**src/rtl/imm_gen_pipe.sv**
```systemverilog
// RV32I/RV64I immediate generator: decodes the immediate format from the opcode,
// extends it to XLEN, adds it to the PC, and registers the result behind a 2-entry skid.
module imm_gen_pipe #(
  parameter int XLEN    = 32,
  parameter bit ZIMM_EN = 1'b1
) (
  input  logic            clk,
  input  logic            rst,
  input  logic            flush,
  input  logic            in_valid,
  output logic            in_ready,
  input  logic [31:0]     in_instr,
  input  logic [XLEN-1:0] in_pc,
  output logic            out_valid,
  input  logic            out_ready,
  output logic [XLEN-1:0] out_imm,
  output logic [2:0]      out_fmt,
  output logic            out_illegal,
  output logic [XLEN-1:0] out_pc,
  output logic [XLEN-1:0] out_target
);

  typedef enum logic [2:0] {
    FMT_NONE  = 3'd0,
    FMT_I     = 3'd1,
    FMT_SHAMT = 3'd2,
    FMT_S     = 3'd3,
    FMT_B     = 3'd4,
    FMT_U     = 3'd5,
    FMT_J     = 3'd6,
    FMT_ZIMM  = 3'd7
  } fmt_e;

  typedef struct packed {
    logic [XLEN-1:0] imm;
    fmt_e            fmt;
    logic            ill;
    logic [XLEN-1:0] pc;
    logic [XLEN-1:0] tgt;
  } res_t;

  logic [6:0]         w_op;
  logic [2:0]         w_f3;
  fmt_e               w_fmt;
  logic               w_ill;
  logic signed [31:0] w_imm32;
  logic [XLEN-1:0]    w_imm;
  logic               w_acc;
  res_t               w_res;

  res_t r_m, r_k;
  logic r_m_vld, r_k_vld;

  assign w_op = in_instr[6:0];
  assign w_f3 = in_instr[14:12];

  always_comb begin
    w_fmt = FMT_NONE;
    w_ill = 1'b0;
    case (w_op)
      7'b0000011, 7'b1100111, 7'b0001111: w_fmt = FMT_I;
      7'b0010011: w_fmt = (w_f3 == 3'b001 || w_f3 == 3'b101) ? FMT_SHAMT : FMT_I;
      7'b0100011: w_fmt = FMT_S;
      7'b1100011: w_fmt = FMT_B;
      7'b0110111, 7'b0010111: w_fmt = FMT_U;
      7'b1101111: w_fmt = FMT_J;
      7'b1110011: w_fmt = (w_f3[2] && ZIMM_EN) ? FMT_ZIMM : FMT_I;
      7'b0110011: w_fmt = FMT_NONE;
      // Every legal opcode ends in 2'b11, so a bad low pair lands here too
      default:    w_ill = 1'b1;
    endcase
  end

  // SHAMT and ZIMM are built with a clear top bit, so one sign-extension serves all formats
  always_comb begin
    w_imm32 = '0;
    case (w_fmt)
      FMT_I:     w_imm32 = {{20{in_instr[31]}}, in_instr[31:20]};
      FMT_SHAMT: w_imm32 = {26'b0, (XLEN == 64) ? in_instr[25] : 1'b0, in_instr[24:20]};
      FMT_S:     w_imm32 = {{20{in_instr[31]}}, in_instr[31:25], in_instr[11:7]};
      FMT_B:     w_imm32 = {{19{in_instr[31]}}, in_instr[31], in_instr[7],
                            in_instr[30:25], in_instr[11:8], 1'b0};
      FMT_U:     w_imm32 = {in_instr[31:12], 12'b0};
      FMT_J:     w_imm32 = {{11{in_instr[31]}}, in_instr[31], in_instr[19:12],
                            in_instr[20], in_instr[30:21], 1'b0};
      FMT_ZIMM:  w_imm32 = {27'b0, in_instr[19:15]};
      default:   w_imm32 = '0;
    endcase
  end

  assign w_imm = XLEN'(w_imm32);

  assign w_res.imm = w_imm;
  assign w_res.fmt = w_fmt;
  assign w_res.ill = w_ill;
  assign w_res.pc  = in_pc;
  assign w_res.tgt = in_pc + w_imm;

  assign in_ready = !r_k_vld;
  assign w_acc    = in_valid && in_ready;

  always_ff @(posedge clk or posedge rst) begin
    if (rst) begin
      r_m     <= '0;
      r_k     <= '0;
      r_m_vld <= 1'b0;
      r_k_vld <= 1'b0;
    end else if (flush) begin
      r_m_vld <= 1'b0;
      r_k_vld <= 1'b0;
    end else if (!r_m_vld || out_ready) begin
      if (r_k_vld) begin
        r_m     <= r_k;
        r_m_vld <= 1'b1;
        r_k_vld <= w_acc;
        if (w_acc) r_k <= w_res;
      end else if (w_acc) begin
        r_m     <= w_res;
        r_m_vld <= 1'b1;
      end else begin
        r_m_vld <= 1'b0;
      end
    end else if (w_acc) begin
      r_k     <= w_res;
      r_k_vld <= 1'b1;
    end
  end

  assign out_valid   = r_m_vld;
  assign out_imm     = r_m.imm;
  assign out_fmt     = r_m.fmt;
  assign out_illegal = r_m.ill;
  assign out_pc      = r_m.pc;
  assign out_target  = r_m.tgt;

endmodule

```
**config.mk**
```make
export PLATFORM = sky130hd
export DESIGN_NAME = imm_gen_pipe
export DESIGN_NICKNAME = d
export VERILOG_FILES = /design/src/rtl/imm_gen_pipe.sv
export SDC_FILE = /design/constraint.sdc
export NUM_CORES = 1
export LEC_CHECK = 0
export BUFFER_PORTS_ARGS = -buffer_cell sky130_fd_sc_hd__buf_2
export CORE_MARGIN = 1
export CORE_UTILIZATION = 52
export CTS_CLUSTER_DIAMETER = 120
export DETAILED_ROUTE_END_ITERATION = 12
export PLACE_DENSITY = 0.73
export SLEW_MARGIN = 20
export SYNTH_ARGS = -nofsm -noshare
export SYNTH_HDL_FRONTEND = slang
export SYNTH_SLANG_ARGS = --single-unit
```
**constraint.sdc**
```tcl
create_clock -name clk -period 7.5 [get_ports clk]
set_clock_uncertainty 0.1 [all_clocks]
set_input_delay 1.5 -clock clk [delete_from_list [all_inputs] [get_ports clk]]
set_output_delay 1.5 -clock clk [all_outputs]
set_load 0.01 [all_outputs]
```
==> metrics.cfg <==
[synth]
synth-main-ff-cell = dfrtp_1
synth_seq_area_share = 0.486
synthDistinctLibCells = 63
synthCells = 1092
async_flop_share = 1.00
synth_area_per_cell_sq_um = 9.52
synth_nets = 1193
netlist_area_sq_um = 10400
synth_seq_cells = 202
yosys_warnings = 0
synth_area_leaders = dfrtp_1 49%, o21ai_0 7.2%, nand2_1 6.3%, mux2_2 5.5%, mux2i_1 4.2%
synth_top_area_share = 0.486
synth-edff-count = 0
yosysTopAreaCell = dfrtp_1

[sta]
fmax_mhz = 176
hold_viol = 0
finalSetupViolCount = 0
rsz0062_at_grt = no
worstMarginPinSlew_ns = 0.973
fin_tns_setup_ns = 0
relSlewSlack = 0.351
fin_crit_ns = 5.68
min_period_over_period = 0.757
final-max-slew-violation-count = 0

[global_route]
track_usage = 0.270
grt_pass1_vias = 7907
antenna_found_initial = 0
grt-ovfl-total = 0
grt_max_degree = 147
grt_pass1_wl_um = 42600

[cells_and_area]
finalNetCount = 1328
drive_gt1_frac = 0.230
ff_latch_area_sq_um = 5060
area_growth_syn_to_layout_pct = 17.0
layout_common_cells = 201 x dfrtp_1, 173 x nand2_1, 170 x buf_2, 149 x o21ai_0, 75 x a21oi_1
multi_input_area_sq_um = 4980
final_common_cell = dfrtp_1
n_fill_cell = 1722
num_antenna_cells = 0
fin_cells = 1508
fin_area_sq_um = 12200

[place]
dp.cells = 1467
port_buffers = 170
gp_congestion = 0.983
dp_hpwl_um = 19300
postPlaceCellArea_sq_um = 11400

[outcome]
outcome = finished clean

[clock_tree]
cts_tree = done
postCtsResizedCells = 0
cts_sinks = 202
max-clock-path-buffers = 3
htree_levels = 1
cts.clk_slew.worst_paths_ns = 0.06
post_cts_buffers = 0
clk_latency_ns = 0.51
holdBufCountCts = 0
numCtsBuffers = 23
cts_root_buf = clkbuf_16

[route]
first_iter_violations = 656
drt-pass1-iter-count = 5
num_vias = 8586
vias_per_cell = 5.69
wirelength_um = 27300
antenna_left = 0
wl_per_cell_um = 18.1
drc = 0

[hold_path]
hold_path_class = reg2reg

[power_and_ir_drop]
power_density_nw_per_um2 = 250
p_leak_nw = 6.17
ir_drop_uv = 186

[critical_path]
r2r_setup_slack_ns = 3.44
end_kind = flop
critPathArrivalTime_ns = 5.97
critPathLaunchType = primary input
cp.required_ns = 7.79
cp_max_fo = 15
path_class = in2reg

[flow_run]
cap_violations = 0

[floorplanning]
coreArea_sq_um = 19500
start_util = 0.533
fp.dieW_um = 143
die_area_sq_um = 20600
die_h_um = 143
num_rows = 51
ios = 171

[power by group]
group          internal [W]  leakage [nW]  switching, W  total [W]
Clock              0.000689         0.371      0.000450    0.00114
Sequential          0.00127          2.58     0.0000984    0.00137
Combinational      0.000222          3.22      0.000307   0.000529
Total               0.00218          6.17      0.000856    0.00304
[per-layer routing]
metal | vias up | global-route usage | part of all wire
met5 | - | 0 | 0
met1 | 4177 | 0.380 | 0.45
met2 | 273 | 0.427 | 0.47
li1 | 4086 | - | -
met3 | 50 | 0.0390 | 0.059
met4 | 0 | 0.0885 | 0.028
[logic make-up (layout without fill, tap and decap cells)]
kind of cell / after synthesis / in the layout / share of synthesized area
AO/OA/AOI/OAI: 326 / 326 / 0.186
XOR/XNOR: 30 / 30 / 0.0260
adder cells (fa/ha/maj): 32 / 32 / 0.0392
buffers and inverters: 99 / 250 / 0.0366
flip-flops: 202 / 202 / 0.486
multiplexers: 95 / 95 / 0.0976
AND/OR/NAND/NOR: 308 / 308 / 0.128
[synth_stat cells, types with 2 or more instances]
library cell / count
nand3b_1: 2
nor2_1: 66
buf_4: 2
mux2_2: 51
a31oi_1: 13
nor2b_1: 2
or2_2: 2
inv_1: 33
nand2_1: 175
and4_1: 4
a21oi_1: 75
and2_1: 3
o21bai_1: 2
o21ai_0: 149
nand3_1: 11
o21a_1: 8
nand2b_1: 10
clkbuf_1: 57
a21o_1: 24
nand4_1: 5
and3_1: 10
or3_1: 2
a222oi_1: 4
o21ai_2: 3
buf_1: 6
nor3_1: 9
o211ai_1: 5
dfrtp_1: 202
o21ai_1: 12
a21boi_0: 2
a22oi_1: 11
xor2_1: 16
ha_1: 31
mux2i_1: 44
xnor2_1: 13
[path summary, 6_finish.rpt]
check / start / endpoint / cells after the start
hold / removal: out_imm[27] / out_imm[27] / 2
min in group asynchronous: rst / out_target[4] / 2
hold reg to reg: out_imm[27] / out_imm[27] / 2
setup / recovery: in_instr[1] / out_target[29] / 19
setup reg to reg: r_k_vld / r_k[0] / 5
max in group asynchronous: rst / r_k[84] / 3
[worst max-delay path: stages]
cell and delay (ns):
buf_2 0.08, and2_1 0.23, nand2_1 0.12, nor3_4 0.49
a31oi_4 0.13, xnor2_2 0.25, o21ai_2 0.11, a222oi_1 0.71
inv_1 0.11, ha_1 0.29, a21o_1 0.19, nand4_1 0.09
nand2_1 0.10, o21a_1 0.24, a31oi_1 0.41, o21ai_1 0.22
a31oi_1 0.32, mux2i_1 0.28, nand3_1 0.10
[sequential cells by signal, summed over array words and instances, names as in the netlist]
register     count
r_k            100
out_valid        1
r_k_vld          1
out_target      32
out_illegal      1
out_imm         32
out_pc          32
out_fmt          3
[stage by stage]
step | total power, W | utilization | setup slack, ns | hold WS, ns
final | 0.00304 | 0.623 | 1.82 | 0.373
after global routing | 0.00319 | 0.623 | 1.52 | 0.394
after detailed placement | 0.00192 | 0.584 | 1.39 | 0.364
after floorplan | 0.00171 | - | 0.389 | 0.342
after global placement | 0.00189 | 0.584 | 1.60 | 0.355
after CTS | 0.00306 | 0.623 | 1.89 | 0.377
[cell type report]
class                      instances  share of cell area
clock buffer                      30              0.0511
clock inverter                    11              0.0117
inverter                          33              0.0112
multi-input combinational        791               0.409
sequential                       202               0.416
tap                              265              0.0273
timing repair buffer             176              0.0736
Note: power is estimated with default switching activity, not from simulation.
